===== src/rtl/reflet_boot_sequencer.sv =====
// Boot loader for the Reflet controller: packs UART bytes into 16-bit RAM words, then releases the CPU.
// Latency: word written 1 cycle after its second byte; RUN follows timeout_cycles idle cycles after the last byte.
// Backpressure: none; rx bytes are accepted every strobe and words beyond mem_size_words are dropped (sticky overflow).
module reflet_boot_sequencer #(
    parameter int timeout_cycles = 1000,
    parameter int addr_width     = 8,
    parameter int mem_size_words = 256
) (
    input  logic                  clk,
    input  logic                  reset,
    input  logic                  boot_enable,
    input  logic [7:0]            rx_data,
    input  logic                  rx_valid,
    output logic                  mem_we,
    output logic [addr_width-1:0] mem_addr,
    output logic [15:0]           mem_wdata,
    output logic                  cpu_hold,
    output logic [addr_width:0]   loaded_words,
    output logic                  overflow,
    output logic                  done
);

    localparam int cnt_width = $clog2(timeout_cycles + 1);
    localparam int lw_width  = addr_width + 1;
    localparam logic [cnt_width-1:0] timeout_val = cnt_width'(timeout_cycles);
    localparam logic [cnt_width-1:0] cnt_one     = cnt_width'(1);
    localparam logic [lw_width-1:0]  full_count  = lw_width'(mem_size_words);
    localparam logic [lw_width-1:0]  lw_one      = lw_width'(1);

    typedef enum logic [1:0] {
        WAIT_FIRST,
        LOAD,
        FLUSH,
        RUN
    } state_t;

    state_t                state, state_next;
    logic                  byte_phase, phase_next;
    logic [7:0]            low_byte, low_next;
    logic [cnt_width-1:0]  idle_cnt, cnt_next;
    logic                  we_next;
    logic [addr_width-1:0] addr_next;
    logic [15:0]           wdata_next;
    logic                  hold_next;
    logic [lw_width-1:0]   loaded_next;
    logic                  ovf_next;
    logic                  done_next;
    logic                  word_vld;
    logic [15:0]           word_dat;

    always_ff @(posedge clk) begin
        if (reset) begin
            state        <= WAIT_FIRST;
            byte_phase   <= 1'b0;
            low_byte     <= 8'h00;
            idle_cnt     <= '0;
            mem_we       <= 1'b0;
            mem_addr     <= '0;
            mem_wdata    <= 16'h0000;
            cpu_hold     <= 1'b1;
            loaded_words <= '0;
            overflow     <= 1'b0;
            done         <= 1'b0;
        end else begin
            state        <= state_next;
            byte_phase   <= phase_next;
            low_byte     <= low_next;
            idle_cnt     <= cnt_next;
            mem_we       <= we_next;
            mem_addr     <= addr_next;
            mem_wdata    <= wdata_next;
            cpu_hold     <= hold_next;
            loaded_words <= loaded_next;
            overflow     <= ovf_next;
            done         <= done_next;
        end
    end

    always_comb begin
        state_next  = state;
        phase_next  = byte_phase;
        low_next    = low_byte;
        cnt_next    = idle_cnt;
        we_next     = 1'b0;
        addr_next   = mem_addr;
        wdata_next  = mem_wdata;
        hold_next   = cpu_hold;
        loaded_next = loaded_words;
        ovf_next    = overflow;
        done_next   = done;
        word_vld    = 1'b0;
        word_dat    = 16'h0000;

        case (state)
            WAIT_FIRST: begin
                // A byte outranks boot_enable=0 arriving in the same cycle.
                if (rx_valid) begin
                    state_next = LOAD;
                    low_next   = rx_data;
                    phase_next = 1'b1;
                    cnt_next   = '0;
                end else if (!boot_enable) begin
                    state_next = RUN;
                end
            end
            LOAD: begin
                if (rx_valid) begin
                    cnt_next = '0;
                    if (byte_phase) begin
                        word_vld   = 1'b1;
                        word_dat   = {rx_data, low_byte};
                        phase_next = 1'b0;
                    end else begin
                        low_next   = rx_data;
                        phase_next = 1'b1;
                    end
                end else begin
                    if (idle_cnt != timeout_val) begin
                        cnt_next = idle_cnt + cnt_one;
                    end
                    // The write for a dangling low byte is issued here so mem_we is high during FLUSH.
                    if (cnt_next == timeout_val) begin
                        if (byte_phase) begin
                            state_next = FLUSH;
                            word_vld   = 1'b1;
                            word_dat   = {8'h00, low_byte};
                            phase_next = 1'b0;
                        end else begin
                            state_next = RUN;
                        end
                    end
                end
            end
            FLUSH: begin
                state_next = RUN;
            end
            RUN: begin
                state_next = RUN;
            end
            default: begin
                state_next = WAIT_FIRST;
            end
        endcase

        if (word_vld) begin
            if (loaded_words == full_count) begin
                ovf_next = 1'b1;
            end else begin
                we_next     = 1'b1;
                addr_next   = loaded_words[addr_width-1:0];
                wdata_next  = word_dat;
                loaded_next = loaded_words + lw_one;
            end
        end

        if (state_next == RUN) begin
            hold_next = 1'b0;
            done_next = 1'b1;
        end
    end

endmodule


===== config.mk =====
export PLATFORM = sky130hd
export DESIGN_NAME = reflet_boot_sequencer
export DESIGN_NICKNAME = d
export VERILOG_FILES = /design/src/rtl/reflet_boot_sequencer.sv
export SDC_FILE = /design/constraint.sdc
export NUM_CORES = 1
export LEC_CHECK = 0
export CAP_MARGIN = 5
export CORE_ASPECT_RATIO = 0.9
export CORE_UTILIZATION = 30
export DETAILED_ROUTE_END_ITERATION = 10
export PLACE_DENSITY_LB_ADDON = 0.25
export SLEW_MARGIN = 20
export SYNTH_ARGS = -nofsm -noshare
export SYNTH_HDL_FRONTEND = slang
export SYNTH_SLANG_ARGS = --single-unit
export TNS_END_PERCENT = 10

===== constraint.sdc =====
create_clock -name clk -period 3.3 [get_ports clk]
set_input_delay 0.495 -clock clk [delete_from_list [all_inputs] [get_ports clk]]
set_output_delay 0.495 -clock clk [all_outputs]
set_load 0.02 [all_outputs]

; Word level (Yosys, flattened, before mapping)
; Index checks and enable logic that the tools add are counted.
[totals]
reg_bits = 58
input_bits = 12
elab_cells = 66
[classes]
addsub = 2
n_eq_ne = 11
mux = 31
bitwise_logic = 2
reduce_logical = 9
[ops]
columns = op, n
row1 = 2-to-1 mux 10 bit, 5
row2 = 2-to-1 mux 16 bit, 3
row3 = 2-to-1 mux 8 bit, 5
row4 = case mux 10 bit (2 select lines), 1
row5 = case mux 8 bit (2 select lines), 1
row6 = "adder 10 x 1 -> 10 bit, second input constant", 1
row7 = "== test 10 bit, second input constant", 1
row8 = 2-to-1 mux 1 bit, 10
row9 = "inequality test 10 bit, second input constant", 1
row10 = "adder 9 x 1 -> 9 bit, second input constant", 1
row11 = "== test 9 bit, second input constant", 1
row12 = 2-to-1 mux 2 bit, 4
row13 = "== test 2 bit, second input constant", 3
row14 = "inequality test 2 bit, second input constant", 3
row15 = case mux 2 bit (3 select lines), 1
row16 = AND reduction 2 bit, 3
row17 = AND reduction 4 bit, 1
row18 = OR reduction 2 bit, 2
row19 = "inequality test 3 bit, second input constant", 1
row20 = AND reduction 3 bit, 1
row21 = "== test 2 x 1 -> 1 bit, second input constant", 1
row22 = zero test 2 bit, 1
row23 = inverter 1 bit, 2
row24 = case mux 1 bit (2 select lines), 1
row25 = nonzero test 2 bit, 1

; Depth between registers and ports, before layout
; Gate-level depths: netlist of run 1.
[logic_depth]
word_depth = 10
ltp_mapped = 10
mapped_depth_nobuf = 8

; Worst setup path before layout of run 1
; OpenSTA, ideal clock, no wires.
[synth_path]
path_type = flip-flop to flip-flop
startpoint = register idle_cnt[1]
endpoint = register mem_addr[2]
arrival_time_ps = 2245
path_slack_ps = 940
path_stages_with_launch = 10
path_buffers = 2
synth_period_minus_slack_ps = 2360
path_cell_list = dfxtp_1 -> ha_1 -> clkbuf_1 -> a21oi_1 -> o311a_1 -> o311ai_2 -> o31a_4 -> buf_2 -> o22ai_1 -> and2_1
[synth_between]
elab_chain_cells = 9
word_cells_on_any_way = 10
cone_classes = add/sub: 1 / eq/ne: 2 / mux: 6 / reduce/logical: 1
[synth_rtl]
columns = element, line
row1 = "start, declared", 40  ; logic [cnt_width-1:0] idle_cnt, cnt_next;
row2 = "start signal, assigned", 68  ; idle_cnt <= cnt_next;
row3 = adder 10 x 1 -> 10 bit / inequality test 10 bit (equally long branches), "119, 118"
row4 = 2-to-1 mux 10 bit *, 118  ; if (idle_cnt != timeout_val) begin
row5 = 2-to-1 mux 10 bit *, 107  ; if (rx_valid) begin
row6 = 2-to-1 mux 10 bit *, 94  ; case (state)
row7 = == test 10 bit *, 122  ; if (cnt_next == timeout_val) begin
row8 = 2-to-1 mux 1 bit *, 122
row9 = 2-to-1 mux 1 bit *, 107
row10 = 2-to-1 mux 1 bit *, 94
row11 = AND reduction 2 bit (no line) *, --
row12 = "end signal, assigned", 70  ; mem_addr <= addr_next;
row13 = "end, declared", 15  ; output logic [addr_width-1:0] mem_addr,
; Mark *: on every way between the ends. The rest lies on a longest branch, timed or not. The select of a mux whose other input is x is not followed.
; A chain may end at the register's enable or synchronous reset.

; Worst setup path after layout of run 1
[layout_path]
startpoint = register idle_cnt[0]
endpoint = register loaded_words[3]
[layout_between]
elab_chain_cells = 9
word_cells_on_any_way = 10
cone_classes = add/sub: 1 / eq/ne: 2 / mux: 6 / reduce/logical: 1
[layout_rtl]
columns = element, line
row1 = adder 10 x 1 -> 10 bit / inequality test 10 bit (equally long branches), "119, 118"
row2 = 2-to-1 mux 10 bit *, 118
row3 = 2-to-1 mux 10 bit *, 107
row4 = 2-to-1 mux 10 bit *, 94
row5 = == test 10 bit *, 122
row6 = 2-to-1 mux 1 bit *, 122
row7 = 2-to-1 mux 1 bit *, 107
row8 = 2-to-1 mux 1 bit *, 94
row9 = AND reduction 2 bit (no line) *, --
row10 = "end signal, assigned", 73  ; loaded_words <= loaded_next;
row11 = "end, declared", 18  ; output logic [addr_width:0] loaded_words,
; Marks and branches as above.

==> out/metrics.sh, run 1 <==
CTSHOLDBUFFERS=0
CTS-RESIZED-GATES=0
DRT-INITIAL-DRC-COUNT=137
SYNTH_ENABLE_FLOP_CELLS=0
CP_NUM_BUF_INV=0
FINAL_HOLD_VIOL_COUNT=0
WARNINGS_FROM_YOSYS=0
ROUTEDWLPERCELL_MICRONS=14.3
YS_SEQ_ELEMENTS=58
STATUS='finished clean'
TRACK_USAGE_PCT=16.0
CTS_MAX_PATH_BUFFERS=2
FINALWEIGHTEDCONGESTION=0.875
DESIGN.FINAL.NETS=403
DETAIL_ROUTE.WIRELENGTH_MICRONS=7300
CTS.SINK_COUNT=58
GRT_START_MAX_NET_PINS=44
CLOCK-ROOT-BUFFER='sky130_fd_sc_hd__clkbuf_8'
CLKTRANSATPATHREGS_PS=60
SETUP_TOTAL_NEGATIVE_SLACK_PS=0
DP_HPWL_MICRONS=4850
FINAL_PERIOD_MINUS_WORST_SETUP_SLACK_PS=2780
UNREPAIRED_SETUP_ENDPOINTS_AFTER_GLOBAL_ROUTING='no'
ROUTE.VIAS.TOTAL=2617
PATH_CELLS='ha_1 > a21oi_1 > o311a_1 > o311ai_2 > o31a_4 > nor3_1 > mux2_2'
SLEW_VIOL_FINAL=0
STARTPOINT_TYPE='flip-flop'
PATH_DELAY_FAMILY='compound AO/OA/AOI/OAI gates'
YS_TOP_CELLS_BY_AREA='sky130_fd_sc_hd__dfxtp_1 42%, sky130_fd_sc_hd__nand2_1 7.3%, sky130_fd_sc_hd__a21oi_1 5.7%'
IO_PINS=49
POWER.DENSITY_mW_PER_MM2=432
AREA_DELTA_SYNTH_FINAL_PCT=27.9
FIN_CRIT_SH_PCT=84.4
TIMING.MAX_CAP.VIOLATIONS=0
CTS-BUFFERS-INSERTED=9
DRC=0
DIE_HEIGHT_MICRONS=93.5
TIMING.CRITICAL_PATH.ARRIVAL_PS=3010
SYNTH_CELLS=344
GLOBAL_ROUTE.OVERFLOW_TOTAL=0
WORST_PATH_MAX_DELAY_CELL='sky130_fd_sc_hd__dfxtp_1'
REQUIRED_PS=3520
POSTSYNTH.TOPFLOPCELL='sky130_fd_sc_hd__dfxtp_1'
ANTENNA_CELLS_INSERTED=0
DRTPASS1ITERATIONS=4
FILLER_CELLS=927
PATH_MAX_FANOUT=43
LAYOUT-DRIVE-GT1-SHARE_PCT=7.65
SEQ_AREA_FRAC_SYNTH_PCT=41.6
FINAL_ANT_VIOL_NETS=0
FIRST_GLOBAL_VIAS=2434
FMAX_MHz=359
PEAKVDDDROP_V=0.000201
DRT-VIAS-PER-INSTANCE=5.12
CTSHTREEMAXLEVEL=3
SETUP_VIOL=0
SYNTH_LARGEST_AREA_CELL='sky130_fd_sc_hd__dfxtp_1'
HOLDCRITPATHCLASS='reg2reg'
WORSTSETUPENDPOINTTYPE='flip-flop'
GRT_PASS1_WL_MICRONS=12200
SYN-NUM-NETS=360
DIE_OUTLINE_WIDTH_MICRONS=104
YS_TYPES=49
SETUP.REG_TO_REG.WORST_SLACK_PS=520
DIE_AREA_SQ_MM=0.00969
MOST-COMMON-LAYOUT-CELLS='58 x sky130_fd_sc_hd__dfxtp_1, 54 x sky130_fd_sc_hd__nand2_1, 48 x sky130_fd_sc_hd__clkdlybuf4s50_1'
POST_SYNTH.CELL_AREA_AVG_SQ_UM=8.11
CELLLEAKAGEPOWER_nW=1.22
TIMING.CRITICAL_PATH.SLOWEST_CELL_DELAY_PS=510
CORE-AREA_SQ_MM=0.00881
TIMING_WORST_SLEW_PIN_VALUE_PS=615
SYNTHARSTFLOPSHARE_PCT=0
TRITONCTS='done'
MAX_SLEW_MARGIN_PCT=58.9
PORT_BUFFERS=48
SYNTH.TOP_CELL.AREA_SHARE_PCT=41.6
ANTENNA_FOUND_INITIAL=0
CLOCK-SKEW-FINAL_PS=8.54
CLKLATENCYLATEPIN_PS=340
ROWS=32
CRIT_TYPE='reg2reg'
POWER_mW=1.54
SYNTH.CELL_AREA_SQ_MM=0.00279
POST-CTS-SETUP-BUFFER-COUNT=0
FLOORPLAN.INITIALDENSITY_PCT=31.7
MOSTFREQUENTLAYOUTCELL='sky130_fd_sc_hd__dfxtp_1'
[Yosys cell counts (all sizes together) (7+ instances only)]
cell type / count
o22ai: 14
dfxtp: 58
o21ai: 28
and2: 18
inv: 8
a21oi: 32
clkbuf: 16
nand2: 54
nor2: 25
buf: 7
nand3: 7
mux2i: 8
or3: 10
[kinds of logic (layout without fill, tap and decap cells)]
| family | count (synthesis) | in the layout | share of synthesized area, % |
|---|---|---|---|
| adders and majority gates | 4 | 4 | 1.79 |
| buffers and inverters | 31 | 79 | 4.93 |
| DFF | 58 | 58 | 41.6 |
| xor gates and xnor gates | 2 | 2 | 0.628 |
| muxes | 9 | 9 | 3.28 |
| and+or+nand+nor | 144 | 144 | 26.8 |
| AOI/OAI and AO/OA | 96 | 96 | 20.9 |
[layout make-up]
class / instances / area [sq um] / area share (%)
tap: 119 / 149 / 4.17
clock buffer: 12 / 155 / 4.35
sequential: 58 / 1160 / 32.5
timing repair buffer: 55 / 533 / 14.9
inverter: 8 / 30.0 / 0.842
clock inverter: 4 / 50.0 / 1.40
multi-input combinational: 255 / 1490 / 41.8
[flip-flops by register name, indices dropped and copies added (netlist names)]
| register | count |
|---|---|
| mem_wdata | 16 |
| state | 2 |
| low_byte | 8 |
| byte_phase | 1 |
| done | 1 |
| idle_cnt | 10 |
| mem_addr | 8 |
| overflow | 1 |
| cpu_hold | 1 |
| loaded_words | 9 |
| mem_we | 1 |
[per-stage QoR]
| step | cells | instance area [sq um] | util [%] | hold slack [ps] | worst slack, ps |
|---|---|---|---|---|---|
| global placement | 495 | 3360 | 38.2 | 451 | 651 |
| global route | 511 | 3570 | 40.5 | 497 | 333 |
| finish | 511 | 3570 | 40.5 | 475 | 516 |
| detailed placement | 495 | 3360 | 38.2 | 457 | 574 |
| CTS | 511 | 3570 | 40.5 | 475 | 551 |
| floorplan | 344 | 2790 | - | 463 | 940 |
[final timing paths]
path | startpoint | end | cells past startpoint
setup / recovery | idle_cnt[0]$_SDFFE_PP0P_ | loaded_words[3]$_SDFFE_PP0P_ | 7
hold reg to reg | done$_SDFFE_PP0N_ | done$_SDFFE_PP0N_ | 1
hold / removal | done$_SDFFE_PP0N_ | done$_SDFFE_PP0N_ | 1
setup reg to reg | idle_cnt[0]$_SDFFE_PP0P_ | loaded_words[3]$_SDFFE_PP0P_ | 7
[where the power goes]
group          switching (mW)  total (mW)  internal (mW)
Sequential             0.0113       0.729          0.718
Clock                   0.287       0.676          0.389
Combinational          0.0820       0.137         0.0546
Total                   0.381        1.54           1.16
[metal layers]
layer	routed length [microns]	track usage, %	share of wire, %	vias to the layer above
met3	361	4.60	4.9	10
met5	0	0	0	-
met1	3680	20.4	50	1237
met4	107	5.92	1.5	0
li1	-	-	-	1317
met2	3160	25.5	43	53
No activity file was read; power rests on OpenSTA's default activity.
==> run 2: changes to the inputs <==
==> constraint.sdc (replaced) <==
create_clock -name clk -period 2.35 [get_ports clk]
set_input_delay 0.3525 -clock clk [delete_from_list [all_inputs] [get_ports clk]]
set_output_delay 0.3525 -clock clk [all_outputs]
set_load 0.02 [all_outputs]
==> out/metrics.sh, run 2 (synthesized netlist as in run 1, its figures left out) <==
GRT_PASS1_WL_MICRONS=12200
DESIGN.FINAL.NETS=418
DRC=0
UNREPAIRED_SETUP_ENDPOINTS_AFTER_GLOBAL_ROUTING='yes'
POWER.DENSITY_mW_PER_MM2=603
FIN_CRIT_SH_PCT=97.5
CORE-AREA_SQ_MM=0.00881
CTS-BUFFERS-INSERTED=9
AREA_DELTA_SYNTH_FINAL_PCT=35.7
DIE_OUTLINE_WIDTH_MICRONS=104
DRT-INITIAL-DRC-COUNT=111
ANTENNA_FOUND_INITIAL=0
CLOCK-ROOT-BUFFER='sky130_fd_sc_hd__clkbuf_8'
CTSHOLDBUFFERS=0
GLOBAL_ROUTE.OVERFLOW_TOTAL=0
DRTPASS1ITERATIONS=4
PEAKVDDDROP_V=0.000297
IO_PINS=49
FLOORPLAN.INITIALDENSITY_PCT=31.7
LAYOUT-DRIVE-GT1-SHARE_PCT=14.0
TIMING.CRITICAL_PATH.ARRIVAL_PS=2560
PORT_BUFFERS=48
SETUP.REG_TO_REG.WORST_SLACK_PS=60
ROWS=32
STARTPOINT_TYPE='flip-flop'
POWER_mW=2.28
CTS.SINK_COUNT=58
TRACK_USAGE_PCT=15.9
ROUTEDWLPERCELL_MICRONS=14.0
DIE_HEIGHT_MICRONS=93.5
TIMING.MAX_CAP.VIOLATIONS=0
FINALWEIGHTEDCONGESTION=0.870
MAX_SLEW_MARGIN_PCT=61.8
CRIT_TYPE='reg2reg'
SLEW_VIOL_FINAL=0
MOSTFREQUENTLAYOUTCELL='sky130_fd_sc_hd__dfxtp_1'
FINAL_CORE_UTILIZATION_PCT=43.0
TRITONCTS='done'
ROUTE.VIAS.TOTAL=2659
REQUIRED_PS=2620
FINAL_ANT_VIOL_NETS=0
FINAL_PERIOD_MINUS_WORST_SETUP_SLACK_PS=2290
DP_HPWL_MICRONS=5160
FINAL_HOLD_VIOL_COUNT=0
DETAIL_ROUTE.WIRELENGTH_MICRONS=7390
HOLDCRITPATHCLASS='reg2reg'
GRT_START_MAX_NET_PINS=29
SETUP_VIOL=0
FILLER_CELLS=899
MOST-COMMON-LAYOUT-CELLS='55 x sky130_fd_sc_hd__dfxtp_1, 54 x sky130_fd_sc_hd__nand2_1, 48 x sky130_fd_sc_hd__clkdlybuf4s50_1'
CTSHTREEMAXLEVEL=3
FIRST_GLOBAL_VIAS=2513
MAX_FLOP_REGISTER='mem_wdata'
FMAX_MHz=436
CTS_MAX_PATH_BUFFERS=2
DRT-VIAS-PER-INSTANCE=5.06
ANTENNA_CELLS_INSERTED=0
CELLLEAKAGEPOWER_nW=1.32
TIMING_WORST_SLEW_PIN_VALUE_PS=573
TOP_REGS='mem_wdata x16, idle_cnt x10, loaded_words x9'
CLKTRANSATPATHREGS_PS=80
CLKLATENCYLATEPIN_PS=340
CLOCK-SKEW-FINAL_PS=13.7
PATH_MAX_FANOUT=23
WORSTSETUPENDPOINTTYPE='flip-flop'
DIE_AREA_SQ_MM=0.00969
STATUS='finished clean'
LARGEST_REGISTER_FFS=16
## run 2: stage by stage
stage | worst slack, ps | setup TNS (ps) | cells | hold WS (ps) | instance area [sq um]
2_1_floorplan | -9.65 | -96.5 | 344 | 463 | 2790
3_3_place_gp | 114 | 0 | 509 | 450 | 3510
3_5_place_dp | 76.1 | 0 | 509 | 468 | 3510
4_1_cts | 24.1 | 0 | 525 | 485 | 3730
5_1_grt | -22.3 | -27.4 | 526 | 508 | 3780
6_report | 58.1 | 0 | 526 | 479 | 3780
## run 2: timing repair
item | in CTS | in global routing
resized for setup | 0 | 12
setup endpoints to repair | 0 | 12
buffers inserted | 0 | 1
## run 2: routing by layer
metal / up-vias / share of wire (%) / GRT usage [%] / routed length, microns
met5: - / 0 / 0 / 0
met4: 0 / 1.3 / 6.04 / 98
met3: 8 / 5.8 / 5.37 / 427
met2: 63 / 44 / 24.4 / 3250
met1: 1238 / 49 / 20.7 / 3610
li1: 1350 / - / - / -
## run 2: final timing paths
kind              depth (start not counted)                           end                     start
setup / recovery                          9  loaded_words[2]$_SDFFE_PP0P_  idle_cnt[0]$_SDFFE_PP0P_
hold / removal                            1         overflow$_SDFFE_PP0P_     overflow$_SDFFE_PP0P_
setup reg to reg                          9  loaded_words[2]$_SDFFE_PP0P_  idle_cnt[0]$_SDFFE_PP0P_
hold reg to reg                           1         overflow$_SDFFE_PP0P_     overflow$_SDFFE_PP0P_
## run 2: critical path, cell delays in order, from the launching register on
cell	delay (ps)
sky130_fd_sc_hd__dfxtp_2	350
sky130_fd_sc_hd__inv_1	80
sky130_fd_sc_hd__ha_1	170
sky130_fd_sc_hd__and3_1	200
sky130_fd_sc_hd__nand3_2	110
sky130_fd_sc_hd__o22a_2	270
sky130_fd_sc_hd__o31a_4	370
sky130_fd_sc_hd__buf_12	160
sky130_fd_sc_hd__or3_1	360
sky130_fd_sc_hd__a21oi_2	140
## run 2: area by class of cell
cell class	count	area, sq um	share of cell area [%]
Clock inverter	7	103	2.71
Tap cell	119	149	3.94
Sequential cell	58	1160	30.8
Timing Repair Buffer	70	683	18.1
Inverter	8	30.0	0.794
Multi-Input combinational cell	255	1530	40.4
Clock buffer	9	124	3.27
## run 2: power by group
part	switching, mW	internal, mW	leakage (nW)	total [mW]
Combinational	0.113	0.0892	0.740	0.202
Sequential	0.0196	1.01	0.472	1.03
Clock	0.445	0.606	0.110	1.05
